### config.mk
export PLATFORM = sky130hd
export DESIGN_NAME = noc_flit_tx
export DESIGN_NICKNAME = d
export VERILOG_FILES = /design/src/rtl/noc_flit_tx.sv
export SDC_FILE = /design/constraint.sdc
export NUM_CORES = 1
export LEC_CHECK = 0
export ABC_AREA = 1
export BUFFER_PORTS_ARGS = -buffer_cell sky130_fd_sc_hd__clkbuf_2
export CAP_MARGIN = 0
export CORE_ASPECT_RATIO = 1.2
export CORE_MARGIN = 1
export CORE_UTILIZATION = 45
export CTS_BUF_LIST = sky130_fd_sc_hd__clkbuf_8 sky130_fd_sc_hd__clkbuf_16
export DETAILED_ROUTE_END_ITERATION = 8
export GPL_TIMING_DRIVEN = 0
export PLACE_DENSITY = 0.7
export SYNTH_ARGS = -nofsm -noshare
export SYNTH_HDL_FRONTEND = slang
export SYNTH_SLANG_ARGS = --single-unit
### constraint.sdc
create_clock -name clk -period 4.1 [get_ports clk]
set_input_delay 0.82 -clock clk [delete_from_list [all_inputs] [get_ports clk]]
set_output_delay 0.82 -clock clk [all_outputs]
set_load 0.01 [all_outputs]
### src/rtl/noc_flit_tx.sv
// Read-side drain engine: pops flits from a FIFO and drives them onto a valid/ready link with
// head/tail framing flags. Optional stall watchdog enabled by defining NOC_TX_TIMEOUT_EN.
module noc_flit_tx #(
  parameter int unsigned FLIT_W         = 8,
  parameter int unsigned CNT_W          = 16,
  parameter int unsigned TIMEOUT_CYCLES = 64
) (
  input  logic              clk,
  input  logic              rst,
  input  logic              en,
  input  logic              fifo_empty,
  input  logic [FLIT_W-1:0] fifo_data,
  output logic              fifo_rd,
  output logic [FLIT_W-1:0] tx_data,
  output logic              tx_valid,
  input  logic              tx_ready,
  output logic              tx_head,
  output logic              tx_tail,
  output logic              pkt_done,
  output logic [CNT_W-1:0]  pkt_count,
  output logic              tx_err
);

  if (TIMEOUT_CYCLES < 1 || TIMEOUT_CYCLES > 65535 || FLIT_W < 4) begin : gen_param_err
    $error("noc_flit_tx: TIMEOUT_CYCLES must be 1..65535 and FLIT_W at least 4");
  end

  typedef enum logic [1:0] {StIdle, StFetch, StLoad, StSend} state_e;

  state_e            state_q, state_d;
  logic [FLIT_W-1:0] data_q, data_d;
  logic              head_q, head_d;
  logic              tail_q, tail_d;
  logic              first_q, first_d;   // next captured flit is a header
  logic [3:0]        remain_q, remain_d;
  logic              done_q, done_d;
  logic [CNT_W-1:0]  count_q, count_d;
  logic [3:0]        len;

  assign len = fifo_data[3:0];

  always_comb begin
    state_d  = state_q;
    data_d   = data_q;
    head_d   = head_q;
    tail_d   = tail_q;
    first_d  = first_q;
    remain_d = remain_q;
    done_d   = 1'b0;
    count_d  = count_q;
    unique case (state_q)
      StIdle: begin
        if (en && !fifo_empty) state_d = StFetch;
      end
      StFetch: begin
        state_d = StLoad;
      end
      StLoad: begin
        data_d  = fifo_data;
        first_d = 1'b0;
        if (first_q) begin
          head_d   = 1'b1;
          remain_d = len;
          tail_d   = (len == 4'd0);
        end else begin
          head_d   = 1'b0;
          remain_d = remain_q - 4'd1;
          tail_d   = (remain_q == 4'd1);
        end
        state_d = StSend;
      end
      StSend: begin
        if (tx_ready) begin
          state_d = StIdle;
          if (tail_q) begin
            first_d = 1'b1;
            done_d  = 1'b1;
            count_d = count_q + CNT_W'(1);
          end
        end
      end
      default: state_d = StIdle;
    endcase
  end

  always_ff @(posedge clk) begin
    if (rst) begin
      state_q  <= StIdle;
      data_q   <= '0;
      head_q   <= 1'b0;
      tail_q   <= 1'b0;
      first_q  <= 1'b1;
      remain_q <= '0;
      done_q   <= 1'b0;
      count_q  <= '0;
    end else begin
      state_q  <= state_d;
      data_q   <= data_d;
      head_q   <= head_d;
      tail_q   <= tail_d;
      first_q  <= first_d;
      remain_q <= remain_d;
      done_q   <= done_d;
      count_q  <= count_d;
    end
  end

  // Gated by rst so a reset landing on FETCH/SEND never strobes the FIFO or the link.
  assign fifo_rd   = (state_q == StFetch) && !rst;
  assign tx_valid  = (state_q == StSend) && !rst;
  assign tx_data   = data_q;
  assign tx_head   = head_q;
  assign tx_tail   = tail_q;
  assign pkt_done  = done_q;
  assign pkt_count = count_q;

`ifdef NOC_TX_TIMEOUT_EN
  localparam logic [15:0] TimeoutVal = 16'(TIMEOUT_CYCLES);

  logic [15:0] stall_q, stall_d;
  logic        err_q, err_d;

  always_comb begin
    stall_d = '0;
    err_d   = err_q;
    // Counter saturates at the threshold; the flit stays held regardless.
    if (state_q == StSend && !tx_ready) begin
      stall_d = (stall_q == TimeoutVal) ? stall_q : stall_q + 16'd1;
    end
    if (stall_d == TimeoutVal) err_d = 1'b1;
  end

  always_ff @(posedge clk) begin
    if (rst) begin
      stall_q <= '0;
      err_q   <= 1'b0;
    end else begin
      stall_q <= stall_d;
      err_q   <= err_d;
    end
  end

  assign tx_err = err_q;
`else
  assign tx_err = 1'b0;
`endif

endmodule

==> results of run 1 <==
how the worst max path moves through the flow:
stage                          to  slack [ns]  cells past startpoint
after global routing      fifo_rd        1.58                      4
after floorplan           fifo_rd        2.08                      2
final                     fifo_rd        1.70                      4
after detailed placement  fifo_rd        1.70                      4
after CTS                 fifo_rd        1.70                      4
after global placement    fifo_rd        1.71                      4
metal layers:
layer  vias up  part of all wire
met4         0             0.016
met1       689              0.44
met5         -                 0
li1        804                 -
met2        37              0.49
met3         4             0.046
cells in the mapped netlist, types with 3 or more instances:
| cell type | instances | area [µm²] |
|---|---|---|
| sky130_fd_sc_hd__a21oi_1 | 15 | 75.1 |
| sky130_fd_sc_hd__nand3_1 | 12 | 60.1 |
| sky130_fd_sc_hd__inv_1 | 31 | 116 |
| sky130_fd_sc_hd__nor3_1 | 4 | 20.0 |
| sky130_fd_sc_hd__nor2_1 | 36 | 135 |
| sky130_fd_sc_hd__o21ai_0 | 18 | 90.1 |
| sky130_fd_sc_hd__nor2_4 | 3 | 33.8 |
| sky130_fd_sc_hd__nand4_1 | 7 | 43.8 |
| sky130_fd_sc_hd__dfxtp_1 | 34 | 681 |
| sky130_fd_sc_hd__ha_1 | 7 | 87.6 |
| sky130_fd_sc_hd__nand2_1 | 30 | 113 |
area by class of cell:
cell class,instances,area (µm²),area share
Multi-Input combinational cell,147,773,0.397
Sequential cell,34,681,0.350
Timing Repair Buffer,41,205,0.105
Inverter,32,120,0.0617
Clock buffer,6,82.6,0.0424
Tap cell,37,46.3,0.0238
Buffer,6,28.8,0.0148
Clock inverter,2,8.76,0.00450
through the flow:
step                      instance area, µm²   util  hold slack (ns)
after floorplan                         1600      -            0.450
after global placement                  1850  0.551            0.470
after detailed placement                1850  0.551            0.471
after CTS                               1950  0.578            0.484
after global routing                    1950  0.578            0.518
final                                   1950  0.578            0.481
sequential cells by signal, summed over array words and instances, names as in the netlist:
name       flops
tx_head        1
pkt_done       1
tx_tail        1
remain_q       4
first_q        1
state_q        2
pkt_count     16
tx_data        8
kinds of logic (layout without fill, tap and decap cells):
group	Yosys count	in the layout	synth area share
AO/OA/AOI/OAI	40	40	0.138
flip-flops	34	34	0.425
adder cells (fa/ha/maj)	7	7	0.0546
other	1	1	0.00234
XOR/XNOR	1	1	0.00547
AND/OR/NAND/NOR	98	98	0.282
buffers and inverters	38	87	0.0929
worst max-delay path: cells and delay by family:
kind | cells | cell delay, ns
buf+inv | 3 | 0.65
simple gates | 1 | 0.11
power by group:
part / leakage, nW / internal (W) / switching (W)
clock network: 0.0524 / 0.000133 / 0.000118
registers: 0.277 / 0.000390 / 0.0000402
logic: 0.585 / 0.000106 / 0.000170
==> reports/summary.txt, run 1 <==
outcome = completed
met1 Resource Use GR = 0.213
Tmin final = 2.40 ns
clock tree buffer depth = 2
WL final = 3360 µm
GR Util met2 = 0.343
final non-filler cell total = 305
arrival time of the worst setup path = 1.58 ns
total CTS buffers = 5
worst ir drop on vdd = 0.000261 V
pin count of the biggest net entering global routing = 11
Crit Path Class = primary input to output port
kind of launch point of the worst setup path = primary input
endpoint of the lowest-slack register-to-register path = pkt_count[10]
worst hold-check path type = flip-flop to flip-flop
number of buffers added for setup after CTS = 0
number of top-level design ports = 43
Initial Utilization = 0.476
Worst setup startpoint = rst
Cell Count Post-Placement = 297
fraction of layout cells with a size suffix above 1 = 0.224
leading register cell type out of synthesis = sky130_fd_sc_hd__dfxtp_1
number of synthesized register bits = 34
first-pass GRT wire length = 5730 µm
worst reg-to-reg path cell count = 8
post-place setup slack = 1.70 ns
Total Die Area = 3810 µm²
area growth from synthesis to layout = 21.4%
core outline area = 3370 µm²
number of hold buffers added after cts = 0
maximum clock skew at final layout = 0.00387 ns
total routing resource utilization after global routing = 0.200
DRT antenna net count = 0
source of the worst hold timing path = tx_head
peak per-stage delay on the critical path = 0.41 ns
RSZ-0062 raised after global routing = no
Hold Fails Final Rpt = 0
number of fillers in the final layout = 355
post-detailed-placement half-perimeter wirelength = 2520 µm
via count of the first global-routing pass = 1,376
post-synthesis instance area = 1600 µm²
average wire length per cell after detail routing = 11.0 µm
register clock-pin slew on the reported worst setup and hold paths = 0.06 ns
highest clock frequency the design can meet = 417 MHz
count of vias placed by the detailed router = 1,534
commonest cells after routing, fill and taps aside = sky130_fd_sc_hd__clkbuf_2 (41), sky130_fd_sc_hd__nor2_1 (36), sky130_fd_sc_hd__dfxtp_1 (34)
most frequent cell on the critical path = sky130_fd_sc_hd__clkbuf_2
share of async-settable or async-resettable flops after synthesis = 0
Design Power = 0.000958 W
clock tree from TritonCTS = done
worst-skew pair later-pin latency = 0.29 ns
max-capacitance violation count = 0
number of pins exceeding their max-slew limit in the final report = 0
CP required = 3.28 ns
Reg2Reg Launch Point = state_q[1]
final worst setup slack = 1.70 ns
Warnings, synthesis = 0
Clock H-tree levels = 2
worst min-delay path endpoint = tx_head
leading cell type in the layout, fill and taps excluded = sky130_fd_sc_hd__clkbuf_2
static power due to leakage = 0.914 nW
final worst path period share = 0.585
PwrDens = 492 nW/µm²
Clock Tree Root = sky130_fd_sc_hd__clkbuf_8
CP cell instances = clkbuf_2 -> clkbuf_1 -> nor2_1 -> clkbuf_2
met3 usage = 0.0651
Cell Rows = 23
crit-path max FO = 10
number of synthesized flops with an enable pin = 0
net count of the finished layout = 287
routability cong. = 0.867
number of cells upsized or downsized after cts = 0
Tightest Pin Transition = 0.518 ns
final count of negative-setup-slack endpoints = 0
synthesized netlist cell count = 219
Via density = 5.03
busiest metal layer after global routing = met2
hold-critical path depth = 2
Inserted Diodes = 0
worst reg2reg setup slack = 2.62 ns
slowest cell on the critical path = sky130_fd_sc_hd__clkbuf_1
CTS Sinks = 34
Post-Synthesis Net Count = 239
router iterations before antenna repair = 4
Setup crit end kind = output port
Synth cell types = 29
count of routing violations after the opening detailed-route iteration = 49
die span in y = 67.4 µm
antenna violations before repair = 0
chip width = 56.5 µm
max-slew headroom at the worst pin = 0.655
sequential fraction of the synthesis area = 0.425
Post-Route Setup TNS = 0 ns
Avg Inst Size Synth = 7.32 µm²
DR DRC count = 0
Port Buffer Count = 41
overflow left after global routing = 0
Power figures use the tool's default switching activity.
==> run 2: changes to the inputs <==
--- a/config.mk
+++ b/config.mk
@@ -14,7 +14,7 @@
 export CTS_BUF_LIST = sky130_fd_sc_hd__clkbuf_8 sky130_fd_sc_hd__clkbuf_16
 export DETAILED_ROUTE_END_ITERATION = 8
 export GPL_TIMING_DRIVEN = 0
-export PLACE_DENSITY = 0.7
+export PLACE_DENSITY = 0.73
 export SYNTH_ARGS = -nofsm -noshare
 export SYNTH_HDL_FRONTEND = slang
 export SYNTH_SLANG_ARGS = --single-unit
==> constraint.sdc (replaced) <==
create_clock -name clk -period 2 [get_ports clk]
set_input_delay 0.4 -clock clk [delete_from_list [all_inputs] [get_ports clk]]
set_output_delay 0.4 -clock clk [all_outputs]
set_load 0.01 [all_outputs]
==> run 2 against run 1 <==
Net effect:
- combinational power increased by 110%
- clock power rose by 82%
- sequential share of layout area is 0.27 points higher
- global-route usage decreased by 1.8 points
- non-clock buffer count unchanged
- critical endpoint is now tx_valid
- core utilization is 0.45 points lower
- largest power group unchanged
- clock skew rose by 0.00053 ns
- die area did not move
- flip-flop and latch count unchanged
==> reports/summary.txt, run 2 (synthesized netlist as in run 1, its figures left out) <==
outcome = completed
antenna violations before repair = 0 (unchanged)
Hold Fails Final Rpt = 0 (unchanged)
router iterations before antenna repair = 5 (+1)
final worst path period share = 0.795
count of vias placed by the detailed router = 1,541 (+0.46%)
commonest cells after routing, fill and taps aside = sky130_fd_sc_hd__clkbuf_2 (41), sky130_fd_sc_hd__nor2_1 (36), sky130_fd_sc_hd__dfxtp_1 (34)
number of fillers in the final layout = 334 (-5.9%)
leading cell type in the layout, fill and taps excluded = sky130_fd_sc_hd__clkbuf_2
Final Util = 0.573 (-0.00446)
WL final = 3370 µm (+0.36%)
Setup crit end kind = output port
clock share of power = 0.240 (-0.022)
Via density = 5.07 (+0.79%)
worst hold-check path type = primary input to flip-flop
number of buffers added for setup after CTS = 0 (unchanged)
area of all placed cells without fillers = 1930 µm² (-0.77%)
CTS Sinks = 34 (unchanged)
core outline area = 3370 µm² (unchanged)
pin count of the biggest net entering global routing = 11 (unchanged)
source of the worst hold timing path = fifo_data[6]
Tightest Pin Transition = 0.524 ns (+0.00643 ns)
CP required = 1.60 ns (-1.68 ns)
number of hold buffers added after cts = 0 (unchanged)
RSZ-0062 raised after global routing = no
max-capacitance violation count = 0 (unchanged)
kind of launch point of the worst setup path = flip-flop
clock tree from TritonCTS = done
Total Die Area = 3810 µm² (unchanged)
PwrDens = 989 nW/µm² (+100%)
Clock Tree Root = sky130_fd_sc_hd__clkbuf_8
cell internal pwr = 0.00125 W (+98%)
first-pass GRT wire length = 5330 µm (-7.0%)
Post-Route Setup TNS = 0 ns (unchanged)
average wire length per cell after detail routing = 11.1 µm (+0.69%)
area growth from synthesis to layout = 20.5%
post-detailed-placement half-perimeter wirelength = 2470 µm (-2.1%)
register clock-pin slew on the reported worst setup and hold paths = 0.07 ns (about the same)
final count of negative-setup-slack endpoints = 0 (unchanged)
fraction of layout cells with a size suffix above 1 = 0.217 (-0.00665)
Clock H-tree levels = 2 (unchanged)
worst ir drop on vdd = 0.000802 V (+210%)
Tmin final = 1.59 ns
post-place setup slack = 0.429 ns (-1.27 ns)
Crit Path Class = flip-flop to output port
final worst setup slack = 0.410 ns (-1.29 ns)
Port Buffer Count = 41 (unchanged)
static power due to leakage = 0.908 nW (-0.63%)
die span in y = 67.4 µm (unchanged)
Worst setup startpoint = state_q[0]
DRT antenna net count = 0 (unchanged)
Design Power = 0.00191 W (+99%)
number of cells upsized or downsized after cts = 0 (unchanged)
maximum clock skew at final layout = 0.00440 ns (+0.000534 ns)
Cell Rows = 23 (unchanged)
Comb pwr share = 0.297 (+0.008)
total routing resource utilization after global routing = 0.181 (-0.0181)
Initial Utilization = 0.476 (unchanged)
flip-flop count of the largest register, all copies and words added = 16 (unchanged)
Inserted Diodes = 0 (unchanged)
worst-skew pair later-pin latency = 0.28 ns (about the same)
crit-path max FO = 4 (-6)
reported net switching power = 0.000664 W (+100%)
arrival time of the worst setup path = 1.19 ns (-0.39 ns)
number of top-level design ports = 43 (unchanged)
DR DRC count = 0 (unchanged)
Reg2Reg Launch Point = state_q[0]
routability cong. = 0.897 (+3.4%)
number of pins exceeding their max-slew limit in the final report = 0 (unchanged)
total CTS buffers = 5 (unchanged)
clock tree buffer depth = 2 (unchanged)
count of routing violations after the opening detailed-route iteration = 60 (+22%)
net count of the finished layout = 287 (unchanged)
Sw Share = 0.348 (+0.00465)
chip width = 56.5 µm (unchanged)
power share of the sequential group = 0.463 (+0.013)
max-slew headroom at the worst pin = 0.651 (-0.00429)
overflow left after global routing = 0 (unchanged)
highest clock frequency the design can meet = 629 MHz
total cell area at the placement stage = 1850 µm² (unchanged)
via count of the first global-routing pass = 1,249 (-9.2%)
==> run 2: power by group through the flow <==
| stage | clock [W] | sequential [W] | combinational [W] |
|---|---|---|---|
| 2_1_floorplan | 0 | 0.000915 | 0.000365 |
| 3_3_place_gp | 0 | 0.000894 | 0.000552 |
| 3_5_place_dp | 0 | 0.000896 | 0.000567 |
| 4_1_cts | 0.000469 | 0.000882 | 0.000572 |
| 5_1_grt | 0.000489 | 0.000900 | 0.000653 |
| 6_report | 0.000458 | 0.000884 | 0.000567 |
==> run 2: final timing paths <==
| path | cells after the start | to | slack, ns |
|---|---|---|---|
| worst min register to register | 1 | tx_data[0] | 0.48 |
| worst min-delay path | 3 | tx_data[6] | 0.34 |
| worst max-delay path | 4 | tx_valid | 0.41 |
| worst max register to register | 8 | pkt_count[10] | 0.51 |
==> run 2: per-stage QoR <==
stage / std cells / hold WS [ns]
finish: 304 / 0.345
global route: 304 / 0.345
CTS: 304 / 0.344
detailed placement: 297 / 0.467
global placement: 297 / 0.462
floorplan: 219 / 0.450
==> run 2: cell type report <==
class                   instances  area [µm²]  share of cell area
plain buffers                   6        28.8              0.0149
clock buffers                   5        68.8              0.0356
clock inverters                 2        7.51             0.00389
inverters                      32         120              0.0622
multi-input cells             147         773               0.401
flip-flops and latches         34         681               0.353
well taps                      37        46.3              0.0240
repair buffers                 41         205               0.106
==> run 2: worst max-delay path: stages, from the launching register on <==
cell and delay [ns]:
sky130_fd_sc_hd__dfxtp_1 0.39, sky130_fd_sc_hd__ha_1 0.23, sky130_fd_sc_hd__inv_2 0.07, sky130_fd_sc_hd__nor2_1 0.08, sky130_fd_sc_hd__clkbuf_2 0.14
==> run 2: metal layers <==
| metal | wire length (µm) | GRT usage | share of wire | vias up |
|---|---|---|---|---|
| li1 | - | - | - | 808 |
| met3 | 120 | 0.0556 | 0.036 | 4 |
| met5 | 0 | 0 | 0 | - |
| met4 | 44 | 0.0640 | 0.013 | 0 |
| met2 | 1680 | 0.321 | 0.50 | 30 |
| met1 | 1530 | 0.208 | 0.45 | 699 |
==> run 3: changes to the inputs <==
--- a/config.mk
+++ b/config.mk
@@ -5,7 +5,7 @@
 export SDC_FILE = /design/constraint.sdc
 export NUM_CORES = 1
 export LEC_CHECK = 0
-export ABC_AREA = 1
+export ABC_AREA = 0
 export BUFFER_PORTS_ARGS = -buffer_cell sky130_fd_sc_hd__clkbuf_2
 export CAP_MARGIN = 0
 export CORE_ASPECT_RATIO = 1.2
@@ -14,7 +14,7 @@
 export CTS_BUF_LIST = sky130_fd_sc_hd__clkbuf_8 sky130_fd_sc_hd__clkbuf_16
 export DETAILED_ROUTE_END_ITERATION = 8
 export GPL_TIMING_DRIVEN = 0
-export PLACE_DENSITY = 0.73
+export PLACE_DENSITY = 0.7
 export SYNTH_ARGS = -nofsm -noshare
 export SYNTH_HDL_FRONTEND = slang
 export SYNTH_SLANG_ARGS = --single-unit
==> constraint.sdc (replaced) <==
create_clock -name clk -period 1.6 [get_ports clk]
set_input_delay 0.32 -clock clk [delete_from_list [all_inputs] [get_ports clk]]
set_output_delay 0.32 -clock clk [all_outputs]
set_load 0.01 [all_outputs]
==> run 3 against run 2 <==
Net effect:
- non-clock buffer count grew 5
- sequential power grew 21%
- register-to-register slack lost 0.49 ns
- worst setup slack lost 0.39 ns
- clock skew grew 0.0090 ns
- clock-buffer cell count is the same
- global-route usage grew 1.3 points
- worst hold slack lost 0.087 ns
- cell count shrank 13%
- die area shrank 1.7%
- final area grew 7.9%
- clock power grew 110%
- critical endpoint is now pkt_count[15]
==> reports/summary.txt, run 3 <==
outcome = completed
Initial Utilization = 0.472 (-0.00414)
Inserted Diodes = 0 (unchanged)
arrival time of the worst setup path = 1.81 ns (+0.62 ns)
chip width = 56.0 µm (-0.83%)
worst reg-to-reg path cell count = 4 (-4)
max-capacitance violation count = 0 (unchanged)
worst reg2reg setup slack = 0.02 ns (-0.49 ns)
router iterations before antenna repair = 4 (-1)
WL final = 3530 µm (+4.7%)
die span in y = 66.8 µm (-0.84%)
dominant combinational cell family by area after synthesis = simple AND/OR/NAND/NOR gates
number of hold buffers added after cts = 0 (unchanged)
Cell Count Post-Placement = 253 (-15%)
area share of and/or/nand/nor cells after synthesis = 0.253 (-0.0292)
compound-cell area share of the yosys netlist = 0.0842 (-0.0540)
synthesized netlist cell count = 175 (-20%)
Post-Synthesis Net Count = 195 (-18%)
Post-synth top cells = sky130_fd_sc_hd__dfxtp_1 (34), sky130_fd_sc_hd__nor2_1 (32), sky130_fd_sc_hd__mux2i_1 (11)
source of the worst hold timing path = fifo_data[7]
number of synthesized register bits = 34 (unchanged)
net count of the finished layout = 245 (-15%)
fraction of layout cells with a size suffix above 1 = 0.363 (+0.146)
register clock-pin slew on the reported worst setup and hold paths = 0.08 ns (about the same)
kind of launch point of the worst setup path = flip-flop
flip-flop count of the largest register, all copies and words added = 16 (unchanged)
post-synthesis share of cell area spent on xor and xnor gates = 0.0500 (+0.0446)
first-pass GRT wire length = 5560 µm (+4.4%)
highest clock frequency the design can meet = 632 MHz
Clock H-tree levels = 2 (unchanged)
Total Die Area = 3740 µm² (-1.7%)
Cell Rows = 23 (unchanged)
Clock Tree Root = sky130_fd_sc_hd__clkbuf_8
CP required = 1.83 ns (+0.23 ns)
pin count of the biggest net entering global routing = 13 (+2)
clock tree buffer depth = 2 (unchanged)
count of routing violations after the opening detailed-route iteration = 33 (-45%)
area growth from synthesis to layout = 32.2%
sequential fraction of the synthesis area = 0.432 (+0.00742)
CTS Sinks = 34 (unchanged)
core outline area = 3340 µm² (-0.85%)
DRT antenna net count = 0 (unchanged)
final worst path period share = 0.989
final count of negative-setup-slack endpoints = 0 (unchanged)
Port Buffer Count = 41 (unchanged)
Hold Fails Final Rpt = 0 (unchanged)
GR Util met2 = 0.324 (+0.00382)
Via density = 5.29 (+4.4%)
DR DRC count = 0 (unchanged)
top-count cell post-synth = sky130_fd_sc_hd__dfxtp_1
multiplexer area fraction after synthesis = 0.0842 (+0.0842)
Crit Path Class = flip-flop to flip-flop
area share of fa/ha/maj cells after synthesis = 0.0556 (+0.000955)
Warnings, synthesis = 0 (unchanged)
worst hold-check path type = primary input to flip-flop
cell types occupying the most area after synthesis = sky130_fd_sc_hd__dfxtp_1 (43%), sky130_fd_sc_hd__nor2_1 (7.6%), sky130_fd_sc_hd__mux2i_1 (7.0%)
number of synthesized flops with an enable pin = 0 (unchanged)
share of async-settable or async-resettable flops after synthesis = 0 (unchanged)
commonest cells after routing, fill and taps aside = sky130_fd_sc_hd__clkbuf_2 (41), sky130_fd_sc_hd__nor2_1 (32), sky130_fd_sc_hd__dfxtp_1 (25)
final non-filler cell total = 263 (-13%)
maximum clock skew at final layout = 0.0134 ns (+0.00898 ns)
worst-skew pair later-pin latency = 0.30 ns (+0.02 ns)
via count of the first global-routing pass = 1,227 (-1.8%)
static power due to leakage = 0.888 nW (-2.2%)
count of vias placed by the detailed router = 1,392 (-9.7%)
post-synthesis instance area = 1580 µm² (-1.7%)
PwrDens = 1280 nW/µm² (+29%)
routability cong. = 0.751 (-16%)
total CTS buffers = 5 (unchanged)
total routing resource utilization after global routing = 0.194 (+0.0129)
leading cell type in the layout, fill and taps excluded = sky130_fd_sc_hd__clkbuf_2
clock tree from TritonCTS = done
met3 usage = 0.0583 (+0.00270)
worst min-delay path endpoint = tx_data[7]
busiest metal layer after global routing = met2
Avg Inst Size Synth = 9.00 µm² (+23%)
endpoint of the lowest-slack register-to-register path = pkt_count[15]
leading register cell type out of synthesis = sky130_fd_sc_hd__dfxtp_1
antenna violations before repair = 0 (unchanged)
library cell with the largest summed area after synthesis = sky130_fd_sc_hd__dfxtp_1
worst ir drop on vdd = 0.00112 V (+40%)
number of top-level design ports = 43 (unchanged)
Setup crit end kind = flip-flop
Design Power = 0.00266 W (+39%)
Reg2Reg Launch Point = pkt_count[3]
met1 Resource Use GR = 0.225 (+0.0172)
hold-critical path depth = 3 (unchanged)
area share of the largest cell type after synthesis = 0.432 (+0.00742)
Tmin final = 1.58 ns
post-detailed-placement half-perimeter wirelength = 2310 µm (-6.2%)
Final Util = 0.624 (+0.0507)
average wire length per cell after detail routing = 13.4 µm (+21%)
Synth cell types = 37 (+28%)
crit-path max FO = 6 (+2)
overflow left after global routing = 0 (unchanged)
number of pins exceeding their max-slew limit in the final report = 0 (unchanged)
[run 3: changes by cell type after synthesis, sizes merged, moves of 3 or more]
cell / previous run / this run
xor2: 1 / 5
nor2b: 0 / 4
nand2: 32 / 9
inv: 32 / 5
nand3: 14 / 6
nor2: 40 / 32
o21ai: 18 / 5
a21oi: 15 / 9
mux2i: 0 / 11
nor4: 0 / 3
xnor2: 0 / 4
[run 3: power breakdown]
part / internal [W] / total, W / switching (W)
combinational: 0.000290 / 0.000624 / 0.000334
sequential: 0.000967 / 0.00107 / 0.000105
clock: 0.000624 / 0.000968 / 0.000343
[run 3: how the worst max path moves through the flow]
stage	start	cells after the start	end	slack [ns]
finish	pkt_count[3]	4	pkt_count[15]	0.02
global route	pkt_count[4]	4	pkt_count[14]	-0.02
CTS	pkt_count[4]	4	pkt_count[14]	0.006
detailed placement	state_q[0]	6	tx_data[1]	-0.20
global placement	state_q[0]	6	tx_data[1]	-0.22
floorplan	state_q[0]	6	pkt_count[13]	0.006
[run 3: cell families (layout without fill, tap and decap cells)]
family / count (synthesis) / count (layout)
AOI/OAI and AO/OA: 22 / 22
muxes: 13 / 13
and+or+nand+nor: 75 / 75
buffers and inverters: 14 / 65
xor gates and xnor gates: 9 / 9
other: 1 / 1
DFF: 34 / 34
adders and majority gates: 7 / 7
[run 3: through the flow]
step                      setup WS [ns]  TNS (ns)  hold WS (ns)  area, µm²
after global routing            -0.0164   -0.0178         0.267       2080
after global placement           -0.217     -2.00         0.466       1830
after CTS                       0.00607         0         0.254       2020
after floorplan                 0.00605         0         0.467       1580
final                            0.0184         0         0.258       2080
after detailed placement         -0.203     -2.01         0.476       1830
[run 3: area by class of cell]
| cell class | count | area, µm² |
|---|---|---|
| sequential | 34 | 697 |
| fill | 311 | 1250 |
| clock buffer | 5 | 68.8 |
| buffer | 9 | 52.6 |
| tap | 37 | 46.3 |
| timing repair buffer | 43 | 220 |
| multi-input combinational | 127 | 911 |
| clock inverter | 3 | 68.8 |
| inverter | 5 | 18.8 |
[run 3: critical path, stage by stage, from the launching register on]
cell and delay, ns:
sky130_fd_sc_hd__dfxtp_1 0.45, sky130_fd_sc_hd__and4_2 0.35, sky130_fd_sc_hd__nand2_4 0.09, sky130_fd_sc_hd__or4_1 0.50, sky130_fd_sc_hd__a21oi_1 0.13
[run 3: metal layers]
layer	part of all wire	routed length, µm	vias to the layer above
met5	0	0	-
met4	0.019	66	0
met3	0.054	192	7
met2	0.46	1620	40
met1	0.47	1660	644
li1	-	-	701
[run 3: what timing repair did]
item	CTS	global route
pin swaps	1	4
setup endpoints to repair	15	10
gates resized for setup	11	18
setup buffers	2	0
